<file path="src/rtl/ecc_secded_pipe.sv">
// ecc_secded_pipe: two-stage pipelined Hamming SECDED encoder/decoder.
//
// Each beat carries its own mode: encode builds a codeword from the payload
// in in_code[DATA_W-1:0]; decode corrects a single-bit error or flags a
// double-bit error in a received codeword. Valid/ready flow control on both
// sides, and two saturating counters track error beats at the output.
//
// Ports
//   clk, rst                 clock, synchronous active-high reset
//   in_valid/in_ready        input handshake
//   in_mode                  0 = encode, 1 = decode
//   in_code [CODE_W]         codeword (decode) or payload in low bits (encode)
//   out_valid/out_ready      output handshake
//   out_mode                 mode of the beat being presented
//   out_code [CODE_W]        encoded / corrected / raw (2-bit error) codeword
//   out_data [DATA_W]        payload extracted from out_code
//   err_1_bit, err_2_bit     decode status of the presented beat
//   cnt_clr                  clear both counters
//   cnt_single, cnt_double   saturating counts of error beats handed off
//
// Codeword layout: bit i (i>=1) is Hamming position i, parity at powers of
// two, data packed ascending into the rest (data[0] at position 3), bit 0 is
// overall even parity.
module ecc_secded_pipe #(
    parameter int  DATA_W = 26,
    parameter int  CNT_W  = 16,
    // Smallest r with 2**r >= DATA_W+r+1, reached by fixed-point iteration.
    localparam int PAR_W0 = $clog2(DATA_W + 1),
    localparam int PAR_W1 = $clog2(DATA_W + 1 + PAR_W0),
    localparam int PAR_W  = $clog2(DATA_W + 1 + PAR_W1),
    localparam int CODE_W = DATA_W + PAR_W + 1
) (
    input  logic              clk,
    input  logic              rst,
    input  logic              in_valid,
    output logic              in_ready,
    input  logic              in_mode,
    input  logic [CODE_W-1:0] in_code,
    output logic              out_valid,
    input  logic              out_ready,
    output logic              out_mode,
    output logic [CODE_W-1:0] out_code,
    output logic [DATA_W-1:0] out_data,
    output logic              err_1_bit,
    output logic              err_2_bit,
    input  logic              cnt_clr,
    output logic [CNT_W-1:0]  cnt_single,
    output logic [CNT_W-1:0]  cnt_double
);

    localparam int CI_W = $clog2(CODE_W);
    localparam int DI_W = $clog2(DATA_W);
    localparam logic [CNT_W-1:0] CNT_MAX = '1;

    // Data bit k lives at the position i where i minus the number of powers
    // of two <= i, minus one, equals k.
    function automatic logic [CODE_W-1:0] place_data(input logic [DATA_W-1:0] d);
        logic [CODE_W-1:0] w;
        w = '0;
        for (int i = 3; i < CODE_W; i++)
            if ((i & (i - 1)) != 0) w[CI_W'(i)] = d[DI_W'(i - $clog2(i + 1) - 1)];
        return w;
    endfunction

    function automatic logic [DATA_W-1:0] extract_data(input logic [CODE_W-1:0] w);
        logic [DATA_W-1:0] d;
        d = '0;
        for (int i = 3; i < CODE_W; i++)
            if ((i & (i - 1)) != 0) d[DI_W'(i - $clog2(i + 1) - 1)] = w[CI_W'(i)];
        return d;
    endfunction

    function automatic logic [PAR_W-1:0] syndrome(input logic [CODE_W-1:0] w);
        logic [PAR_W-1:0] s;
        s = '0;
        for (int i = 1; i < CODE_W; i++)
            if (w[CI_W'(i)]) s = s ^ PAR_W'(i);
        return s;
    endfunction

    logic              s1_valid_q, s1_valid_d, s1_mode_q, s1_mode_d, s1_par_q, s1_par_d;
    logic [CODE_W-1:0] s1_word_q, s1_word_d;
    logic [PAR_W-1:0]  s1_syn_q, s1_syn_d;
    logic              s2_valid_q, s2_valid_d, out_mode_q, out_mode_d;
    logic              err1_q, err1_d, err2_q, err2_d;
    logic [CODE_W-1:0] out_code_q, out_code_d;
    logic [CNT_W-1:0]  cnt_single_q, cnt_single_d, cnt_double_q, cnt_double_d;

    logic              s1_load, s2_load, out_fire;
    logic [CODE_W-1:0] front_word, res_code;
    logic              res_e1, res_e2;

    assign s2_load  = !s2_valid_q || out_ready;
    assign s1_load  = !s1_valid_q || s2_load;
    assign in_ready = s1_load;
    assign out_fire = s2_valid_q && out_ready;

    // In encode mode the word has zero parity slots, so its syndrome is
    // exactly the set of parity bits stage 2 has to insert.
    assign front_word = in_mode ? in_code : place_data(in_code[DATA_W-1:0]);

    always_comb begin
        s1_valid_d = s1_valid_q;
        s1_mode_d  = s1_mode_q;
        s1_word_d  = s1_word_q;
        s1_syn_d   = s1_syn_q;
        s1_par_d   = s1_par_q;
        if (s1_load) begin
            s1_valid_d = in_valid;
            if (in_valid) begin
                s1_mode_d = in_mode;
                s1_word_d = front_word;
                s1_syn_d  = syndrome(front_word);
                s1_par_d  = ^front_word;
            end
        end
    end

    always_comb begin
        res_code = s1_word_q;
        res_e1   = 1'b0;
        res_e2   = 1'b0;
        if (!s1_mode_q) begin
            // Parity slot 2**k takes syndrome bit k.
            for (int i = 1; i < CODE_W; i++)
                if ((i & (i - 1)) == 0) res_code[CI_W'(i)] = |(s1_syn_q & PAR_W'(i));
            res_code[0] = ^res_code[CODE_W-1:1];
        end else if (s1_syn_q == '0) begin
            if (s1_par_q) begin
                res_code[0] = ~res_code[0];
                res_e1      = 1'b1;
            end
        end else if (s1_par_q && (int'(s1_syn_q) < CODE_W)) begin
            res_code = s1_word_q ^ (CODE_W'(1) << s1_syn_q);
            res_e1   = 1'b1;
        end else begin
            // Even overall parity with a nonzero syndrome, or a syndrome
            // pointing past the codeword: uncorrectable, pass through raw.
            res_e2 = 1'b1;
        end
    end

    always_comb begin
        s2_valid_d = s2_valid_q;
        out_mode_d = out_mode_q;
        out_code_d = out_code_q;
        err1_d     = err1_q;
        err2_d     = err2_q;
        if (s2_load) begin
            s2_valid_d = s1_valid_q;
            if (s1_valid_q) begin
                out_mode_d = s1_mode_q;
                out_code_d = res_code;
                err1_d     = res_e1;
                err2_d     = res_e2;
            end
        end
    end

    always_comb begin
        cnt_single_d = cnt_single_q;
        cnt_double_d = cnt_double_q;
        if (cnt_clr) begin
            cnt_single_d = '0;
            cnt_double_d = '0;
        end else if (out_fire) begin
            if (err1_q && cnt_single_q != CNT_MAX) cnt_single_d = cnt_single_q + CNT_W'(1);
            if (err2_q && cnt_double_q != CNT_MAX) cnt_double_d = cnt_double_q + CNT_W'(1);
        end
    end

    always_ff @(posedge clk) begin
        if (rst) begin
            s1_valid_q   <= 1'b0;
            s1_mode_q    <= 1'b0;
            s1_word_q    <= '0;
            s1_syn_q     <= '0;
            s1_par_q     <= 1'b0;
            s2_valid_q   <= 1'b0;
            out_mode_q   <= 1'b0;
            out_code_q   <= '0;
            err1_q       <= 1'b0;
            err2_q       <= 1'b0;
            cnt_single_q <= '0;
            cnt_double_q <= '0;
        end else begin
            s1_valid_q   <= s1_valid_d;
            s1_mode_q    <= s1_mode_d;
            s1_word_q    <= s1_word_d;
            s1_syn_q     <= s1_syn_d;
            s1_par_q     <= s1_par_d;
            s2_valid_q   <= s2_valid_d;
            out_mode_q   <= out_mode_d;
            out_code_q   <= out_code_d;
            err1_q       <= err1_d;
            err2_q       <= err2_d;
            cnt_single_q <= cnt_single_d;
            cnt_double_q <= cnt_double_d;
        end
    end

    assign out_valid  = s2_valid_q;
    assign out_mode   = out_mode_q;
    assign out_code   = out_code_q;
    assign out_data   = extract_data(out_code_q);
    assign err_1_bit  = err1_q;
    assign err_2_bit  = err2_q;
    assign cnt_single = cnt_single_q;
    assign cnt_double = cnt_double_q;

endmodule

</file>
<file path="config.mk">
export PLATFORM = sky130hd
export DESIGN_NAME = ecc_secded_pipe
export DESIGN_NICKNAME = d
export VERILOG_FILES = /design/src/rtl/ecc_secded_pipe.sv
export SDC_FILE = /design/constraint.sdc
export NUM_CORES = 1
export LEC_CHECK = 0
export CAP_MARGIN = 20
export CORE_AREA = 2 2 121 111
export CTS_BUF_LIST = sky130_fd_sc_hd__clkbuf_8
export CTS_CLUSTER_SIZE = 28
export DETAILED_ROUTE_END_ITERATION = 16
export DIE_AREA = 0 0 123 113
export GPL_TIMING_DRIVEN = 0
export PLACE_DENSITY = 0.8
export RECOVER_POWER = 25
export SETUP_SLACK_MARGIN = 0.4
export SLEW_MARGIN = 20
export SYNTH_ARGS = -nofsm -noshare
export SYNTH_HDL_FRONTEND = slang
export SYNTH_SLANG_ARGS = --single-unit
</file>
<file path="constraint.sdc">
create_clock -name clk -period 3.75 [get_ports clk]
set_input_delay 1.125 -clock clk [delete_from_list [all_inputs] [get_ports clk]]
set_output_delay 1.125 -clock clk [all_outputs]
set_load 0.1 [all_outputs]
</file>
==> impl_metrics.yaml, run 1 <==
run_status:
  outcome: "completed"
power_and_ir_drop:
  powerDensity_nw_per_um2: 398
  power.total_mw: 2.80
  p_leak_nw: 2.53
  irDropWorstVdd_v: 0.000189
logic_synthesis:
  synth_compound_area_share_pct: 10.4
  syn_area_um2: 5480
  synth_commonest_cells: "dfxtp_1 (107), nand2_1 (93), nor2_1 (75)"
  synth_ff_type: "dfxtp_1"
  yosys_warnings: 0
  synth.top_cell.area_share_pct: 39.1
  synth_area_per_cell_um2: 8.34
  synth_edf_count: 0
  synthXorXnorAreaFrac_pct: 19.1
  ys_types: 41
  synth-seq-cells: 107
  yosys.area_share.simple_pct: 19.5
  synth_top_family_by_area: "simple AND/OR/NAND/NOR gates"
  post-synth-top-count-cell: "dfxtp_1"
  synth_mux_area_share_pct: 3.63
  ys_async_sr_fraction_pct: 0
  seq_area_frac_synth_pct: 39.1
  synth_top_area_cell: "dfxtp_1"
  postSynthCellCount: 657
  synthAdderAreaFrac_pct: 1.37
  synth_area_leaders: "dfxtp_1 (39%), xnor2_1 (10%), xor2_1 (7.8%)"
drt:
  dr.pass1.iters: 4
  avgViaCountPerCell: 4.93
  totalWireLength_um: 12900
  routedWlPerCell_um: 13.4
  drt_iter0_drc: 233
  antenna_left: 0
  vias: 4738
  drcViolationCount: 0
grt:
  grt_overflow: 0
  grt_pass1_vias: 4373
  grt_usage_pct: 18.9
  antenna_found_initial: 0
  grt_pass1_wl_um: 21000
  grt_max_degree: 17
floorplan:
  die_area_um2: 13900
  initial_core_util_pct: 43.5
  top_level_ports: 133
  die_x_um: 123
  core_area_um2: 12600
  row_count: 39
  die_h_um: 113
critical_path:
  crit_path_cell_trace: "dlygate4sd3_1 > nor2b_4 > nand2_1 > buf_6"
  endpoint_kind: "output pin"
  arrival_ps: 2260
  rr_worst_depth: 7
  reg2reg_to: "cnt_single[11]$_SDFFE_PP0P_"
  crit_fanout: 5
  startpoint_type: "primary input"
  crit_start: "out_ready"
  required_ps: 2620
  critPathMaxStageDelay_ps: 620
  endpoint: "in_ready"
  cp_top_family: "buffers and inverters"
  crit_buf_inv: 2
  ff2ff_setup_slack_ps: 1620
  crit_cells: 4
  worstSetupPathType: "in2out"
  worstReg2RegStart: "cnt_single[8]$_SDFFE_PP0P_"
  slowest_stage: "dlygate4sd3_1"
clock_tree:
  cts_root_buffer: "clkbuf_8"
  ctsHoldBuffers: 0
  clock_latency_ps: 380
  cts_tree: "built"
  cts_buffers: 9
  cts_sinks: 107
  path_clk_slew_ps: 90
  cts_buffer_depth: 2
  h-tree-depth: 3
sta:
  worst_pin_slew_ps: 1020
  maxSlewViolCount: 0
  setup_ws_ps: 367
  fmax_mhz: 296
  finalHoldViolations: 0
  finalSetupTns_ps: 0
  grt_setup_unrepaired: "false"
  finalCriticalPeriod_ps: 3380
  setup_viol: 0
  maxSlewHeadroom_pct: 31.5
  fin_crit_sh_pct: 90.2
  fin_skew_ps: 11.2
placed_design:
  post-place-ws_ps: -421
  dp_hpwl_um: 9980
  dp.cells: 946
  port_buffers: 111
  place.gp.congestion: 0.863
job:
  cap_viol_max_count: 0
finish:
  stdcell_count: 961
  drive_above_1_share_pct: 7.03
  antenna_cells: 0
  fill_cells: 1185
  area_growth_pct: 28.5
  final_nets: 837
worst_hold_path:
  hp-class: "reg2reg"
==> cells by family after synthesis <==
logic type      Yosys count
buf+inv                  72
simple gates            242
mux                      19
xor+xnor                116
flops                   107
fa+ha+maj                 6
other cells               1
compound gates           94
==> flip-flops by register name, summed over array words and instances, names as in the netlist, 4 cells and up <==
register	flops
out_code	32
s1_word_q	32
cnt_double	16
cnt_single	16
s1_syn_q	4
==> area by class of cell <==
type	instances	area (um2)	share of cell area (%)
repair buffers	111	1110	15.8
flip-flops and latches	107	2140	30.4
well taps	164	205	2.91
multi-input cells	492	3010	42.8
plain buffers	68	363	5.15
inverters	4	15.0	0.213
clock inverters	5	55.1	0.782
clock buffers	10	138	1.95
==> worst min-delay path by stage <==
stage | start | slack [ps] | endpoint | cells after the start
6_report | out_code[31]$_SDFFE_PP0P_ | 460 | out_code[31]$_SDFFE_PP0P_ | 2
5_1_grt | out_code[27]$_SDFFE_PP0P_ | 480 | out_code[27]$_SDFFE_PP0P_ | 2
4_1_cts | out_code[31]$_SDFFE_PP0P_ | 460 | out_code[31]$_SDFFE_PP0P_ | 2
3_5_place_dp | out_code[31]$_SDFFE_PP0P_ | 450 | out_code[31]$_SDFFE_PP0P_ | 2
3_3_place_gp | out_mode$_SDFFE_PP0P_ | 440 | out_mode$_SDFFE_PP0P_ | 2
2_1_floorplan | s1_word_q[0]$_SDFFE_PP0P_ | 440 | s1_word_q[0]$_SDFFE_PP0P_ | 2
==> timing repair <==
| action | CTS | global route |
|---|---|---|
| buffers inserted | 0 | 0 |
| resized for setup | 7 | 2 |
| setup endpoints to repair | 1 | 1 |
==> power by group <==
part	switching, mW	total [mW]	internal (mW)
Combinational	0.547	0.863	0.316
Sequential	0.0466	1.23	1.18
Clock	0.388	0.709	0.321
==> cell usage in the layout, fill, tap and decap left out, types with 4 or more instances in the layout <==
| cell type | count |
|---|---|
| clkdlybuf4s50_1 | 108 |
| dfxtp_1 | 107 |
| nand2_1 | 93 |
| nor2_1 | 75 |
| xnor2_1 | 65 |
| a21oi_1 | 58 |
| xor2_1 | 49 |
| nand3_1 | 36 |
| clkbuf_1 | 31 |
| a211oi_1 | 29 |
| buf_4 | 26 |
| mux2i_1 | 17 |
| conb_1 | 15 |
| nand4_1 | 11 |
| clkbuf_8 | 10 |
| and3_1 | 8 |
| buf_2 | 7 |
| ha_1 | 6 |
| inv_1 | 5 |
| o21ai_0 | 4 |
==> worst reg2reg max path, delay by kind of cell, from the launching register on <==
family	cells	cell delay, ps
AOI/OAI and AO/OA	1	570
xor gates and xnor gates	1	190
DFF	1	340
and+or+nand+nor	5	900
==> stage by stage <==
| step | hold WS (ps) | area (um2) | utilization, % |
|---|---|---|---|
| floorplan | 437 | 5530 | - |
| global placement | 445 | 6850 | 54.4 |
| detailed placement | 447 | 6850 | 54.4 |
| CTS | 461 | 7040 | 55.9 |
| global route | 483 | 7040 | 55.9 |
| finish | 461 | 7040 | 55.9 |
==> routing by layer <==
layer	GRT usage (%)	share of wire [%]	routed length, um	up-vias
met4	5.68	1.2	157	0
li1	-	-	-	2416
met1	26.3	47	6060	2182
met2	29.5	45	5830	127
met3	4.03	6.5	837	13
met5	0	0	0	-
Power figures use the tool's default switching activity.
==> inputs of run 2 (changes only) <==
--- a/config.mk
+++ b/config.mk
@@ -15,7 +15,7 @@
 export PLACE_DENSITY = 0.8
 export RECOVER_POWER = 25
 export SETUP_SLACK_MARGIN = 0.4
-export SLEW_MARGIN = 20
+export SLEW_MARGIN = 10
 export SYNTH_ARGS = -nofsm -noshare
 export SYNTH_HDL_FRONTEND = slang
 export SYNTH_SLANG_ARGS = --single-unit
==> results of run 2 <==
Same layout as run 1: the final DEF is identical, and so are final timing and power.
==> inputs of run 3 (changes only) <==
--- a/config.mk
+++ b/config.mk
@@ -7,7 +7,6 @@
 export LEC_CHECK = 0
 export CAP_MARGIN = 20
 export CORE_AREA = 2 2 121 111
-export CTS_BUF_LIST = sky130_fd_sc_hd__clkbuf_8
 export CTS_CLUSTER_SIZE = 28
 export DETAILED_ROUTE_END_ITERATION = 16
 export DIE_AREA = 0 0 123 113
@@ -19,3 +18,4 @@
 export SYNTH_ARGS = -nofsm -noshare
 export SYNTH_HDL_FRONTEND = slang
 export SYNTH_SLANG_ARGS = --single-unit
+export TNS_END_PERCENT = 50
==> run 3 against run 2 <==
First-iteration DRC count increased by 29%. Highest routed layer unchanged. Via count increased by 1.1%. Largest power group unchanged. Sequential share of layout area decreased by 0.43 points. Final area increased by 1.4%. Count of clock-buffer cells in the layout increased by 1. Sequential power about the same. Clock power increased by 33%. Critical path type unchanged.
==> impl_metrics.yaml, run 3 (same netlist as run 1, synthesis figures left out) <==
run_status:
  outcome: "completed"
critical_path:
  required_ps: 2620
  endpoint_kind: "output pin"
  rr_worst_depth: 7
  slowest_stage: "dlygate4sd3_1"
  worstReg2RegStart: "cnt_single[8]$_SDFFE_PP0P_"
  arrival_ps: 2260
  ff2ff_setup_slack_ps: 1630
  critPathMaxStageDelay_ps: 620
  startpoint_type: "primary input"
  cp_top_family: "buffers and inverters"
  crit_fanout: 5
  worstSetupPathType: "in2out"
  crit_path_cell_trace: "dlygate4sd3_1 > nor2b_4 > nand2_1 > buf_6"
  reg2reg_to: "cnt_single[11]$_SDFFE_PP0P_"
  crit_buf_inv: 2
power_and_ir_drop:
  powerDensity_nw_per_um2: 426
  p_leak_nw: 2.57
  irDropWorstVdd_v: 0.000248
sta:
  grt_setup_unrepaired: "false"
  maxSlewHeadroom_pct: 31.5
  hold_slack_ps: 458
  maxSlewViolCount: 0
  worst_pin_slew_ps: 1020
  fmax_mhz: 295
  fin_crit_sh_pct: 90.4
  setup_viol: 0
  finalHoldViolations: 0
  fin_skew_ps: 7.97
  finalCriticalPeriod_ps: 3390
clock_tree:
  h-tree-depth: 3
  cts_setup_buffers: 0
  cts_tree: "built"
  path_clk_slew_ps: 70
  cts_sinks: 107
  cts_buffers: 9
  cts_buffer_depth: 2
  cts_root_buffer: "clkbuf_16"
  ctsHoldBuffers: 0
  clock_latency_ps: 350
floorplan:
  row_count: 39
  initial_core_util_pct: 43.5
  die_h_um: 113
  top_level_ports: 133
  die_x_um: 123
  die_area_um2: 13900
  core_area_um2: 12600
worst_hold_path:
  min_path_cells: 2
  hold_path_end: "out_mode$_SDFFE_PP0P_"
  hp-class: "reg2reg"
  min_from: "out_mode$_SDFFE_PP0P_"
finish:
  antenna_cells: 0
  drive_above_1_share_pct: 7.03
  fin_util_pct: 56.7
  stdcell_count: 961
  layout_commonest_cell: "clkdlybuf4s50_1"
  final_nets: 837
  area_growth_pct: 30.3
  most-common-layout-cells: "clkdlybuf4s50_1 (108), dfxtp_1 (107), nand2_1 (93)"
placed_design:
  port_buffers: 111
  dp_hpwl_um: 9980
  dp.cells: 946
  place.gp.congestion: 0.863
drt:
  drt_iter0_drc: 300
  vias: 4791
  routedWlPerCell_um: 13.5
  totalWireLength_um: 13000
  antenna_left: 0
  avgViaCountPerCell: 4.99
  drcViolationCount: 0
  dr.pass1.iters: 4
grt:
  antenna_found_initial: 0
  grt_usage_pct: 19.2
  grt_pass1_wl_um: 21400
  grt_pass1_vias: 4430
  grt_max_degree: 17
  grt_overflow: 0
job:
  cap_viol_max_count: 0
run 3: worst max path at each step:
stage                    from                       end  slack (ps)  cells after the start
global route        out_ready                  in_ready         320                      4
floorplan           out_ready  s1_syn_q[0]$_SDFFE_PP0P_         610                      7
CTS                 out_ready                  in_ready         420                      4
detailed placement  out_ready                  in_ready        -420                      4
global placement    out_ready                  in_ready        -430                      4
finish              out_ready                  in_ready         360                      4
run 3: worst register-to-register path, delay by kind of cell, from the launching register on:
family                    cells  cell delay, ps
AOI/OAI and AO/OA             1             570
xor gates and xnor gates      1             190
DFF                           1             330
and+or+nand+nor               5             900
run 3: layout make-up:
type	instances	area, um2
buffer	68	363
clock buffer	11	243
clock inverter	4	51.3
fill	1160	5450
inverter	4	15.0
multi-input combinational	492	3010
sequential	107	2140
tap	164	205
timing repair buffer	111	1110
run 3: power by group:
part	internal [mW]	switching [mW]
logic	0.317	0.550
registers	1.18	0.0468
clock network	0.533	0.411
total	2.03	1.01
run 3: repair_timing:
action | 4_1_cts | 5_1_grt
endpoints found under the hold margin | 0 | 0
endpoints found under the setup margin | 1 | 1
gates resized for setup | 7 | 2
run 3: layer usage:
layer  wire (um)  vias to the layer above  GRT usage, %
met5           0                        -             0
met4         159                        0          5.45
met3         780                       15          4.03
met2        5870                      149          29.9
met1        6180                     2205          26.8
li1            -                     2422             -
run 3: metrics by stage:
stage / power [mW] / worst slack, ps / setup TNS (ps) / cell area (um2)
2_1_floorplan: 1.92 / 609 / 0 / 5530
3_3_place_gp: 2.10 / -430 / -430 / 6850
3_5_place_dp: 2.11 / -421 / -421 / 6850
4_1_cts: 3.06 / 421 / 0 / 7140
5_1_grt: 3.17 / 316 / 0 / 7140
6_report: 3.04 / 361 / 0 / 7140
==> edit: new RTL, settings of run 1 <==
Take the reset off `s1_word_q` and load it in a clocked block of its own.
--- a/src/rtl/ecc_secded_pipe.sv
+++ b/src/rtl/ecc_secded_pipe.sv
@@ -175,3 +175,2 @@
             s1_mode_q    <= 1'b0;
-            s1_word_q    <= '0;
             s1_syn_q     <= '0;
@@ -188,3 +187,2 @@
             s1_mode_q    <= s1_mode_d;
-            s1_word_q    <= s1_word_d;
             s1_syn_q     <= s1_syn_d;
@@ -201,2 +199,6 @@
 
+    always_ff @(posedge clk) begin
+        s1_word_q <= s1_word_d;
+    end
+
     assign out_valid  = s2_valid_q;
Check against the original RTL: no difference found for any inputs over 4 cycles, from zero or initial values and one cycle with rst high; that may be too few to reach the edited logic, so the function may still have changed.
==> edit against run 1 <==
Global-route usage is 1.3 points lower. Cell area is 0.55% higher. Routed wire length fell by 7.5%. Via count shrank 8.5%. Sequential cell count is the same. Total power is 3.5% higher. Setup slack got worse by 22 ps. Area after synthesis shrank 0.16%. Die area did not move. Critical path type unchanged. Largest power group unchanged.
==> edit: results <==
metrics = {
    "run_status": {
        "status": "finished clean",
    },
    "critical_path": {
        "critPathMaxFanout": 5,
        "cp.arrival_ps": 2280,
        "r2r-start": "cnt_single[11]",
    },
    "synth": {
        "synth_compound_area_frac": 0.0714,
        "netlist_instances": 585,
        "synthTopCellsByArea": "dfxtp_1 27%, edfxtp_1 18%, xnor2_1 10%, xor2_1 7.0%, nand2_1 5.4%",
        "ys_types": 44,
        "synth_common_cells": "78 x nand2_1, 75 x dfxtp_1, 68 x nor2_1",
        "synth.yosys.seq_area_share": 0.450,
        "synth_ff_type": "dfxtp_1",
        "synthMuxAreaShare": 0.0350,
        "synth_edf_count": 32,
        "synthAdderAreaFrac": 0.0137,
        "synth-xor-area-share": 0.188,
    },
    "min_path": {
        "min_to": "out_code[0]",
        "hp-start": "out_code[0]",
    },
    "routing": {
        "totalWireLength_mm": 11.9,
        "drt_iter0_markers": 277,
        "vias": 4335,
    },
    "timing": {
        "relSlewSlack": 0.304,
        "worst_clock_skew_ps": 10.1,
        "fin_hold_ws_ps": 460,
    },
    "global_route": {
        "grt_usage": 0.177,
        "grt_max_degree": 36,
        "use_met2": 0.298,
        "grt_pass1_vias": 4054,
        "met3_usage": 0.0373,
        "use_met1": 0.235,
        "grt_pass1_wl_mm": 19.6,
    },
    "power": {
        "p_leak_uw": 0.00250,
        "peakVddDrop_mv": 0.249,
    },
    "placed_design": {
        "place.gp.congestion": 0.886,
        "postPlaceCellArea_mm2": 0.00688,
        "place.port_buffers": 115,
        "hpwl_mm": 9.54,
    },
    "finish": {
        "stdcell_count": 894,
        "num-nets-final": 769,
        "layout-drive-gt1-share": 0.0753,
    },
    "clock_network": {
        "path_clk_slew_ps": 110,
        "cts.path.max_buffers": 2,
    },
}
edit: cell types whose count changed after synthesis, moves of 9 or more:
cell             run 1  this run
and2_1               3        22
a21oi_1             57        34
mux2_2               0         9
a211oi_1            28        17
nand3_1             36        16
dfxtp_1            107        75
edfxtp_1             0        32
nand2_1             93        78
edit: per-layer routing:
metal | up-vias | part of all wire
met5 | - | 0
met4 | 0 | 0.012
met3 | 12 | 0.061
met2 | 129 | 0.48
met1 | 2005 | 0.45
li1 | 2189 | -
edit: worst max-delay path by stage:
stage | end | slack, ps | startpoint | cells past startpoint
after floorplan | s1_par_q | 600 | out_ready | 6
after global placement | in_ready | -390 | out_ready | 4
after detailed placement | in_ready | -380 | out_ready | 4
after CTS | in_ready | 470 | out_ready | 4
after global routing | in_ready | 300 | out_ready | 4
final | in_ready | 340 | out_ready | 4
edit: layout make-up:
class,count,area [um^2]
clock buffer,9,124
sequential,107,2460
inverter,7,26.3
fill,1116,5510
buffer,53,297
clock inverter,7,80.1
multi-input combinational,432,2740
tap,164,205
timing repair buffer,115,1150
edit: power breakdown:
part / internal, uW / leakage, uW / switching (uW)
logic: 324 / 0.00147 / 584
registers: 1260 / 0.000930 / 44.1
clock network: 264 / 0.0000990 / 429
total: 1840 / 0.00250 / 1060
edit: critical path, stage by stage:
cell and delay (ps):
dlygate4sd3_1 600, nor2b_2 230, nand2_2 90, buf_4 240
edit: through the flow:
stage,setup TNS [ps],setup WS [ps],total power [uW]
5_1_grt,0,299,3040
4_1_cts,0,468,2920
3_5_place_dp,-380,-380,2240
2_1_floorplan,0,597,2030
3_3_place_gp,-386,-386,2220
6_report,0,345,2900
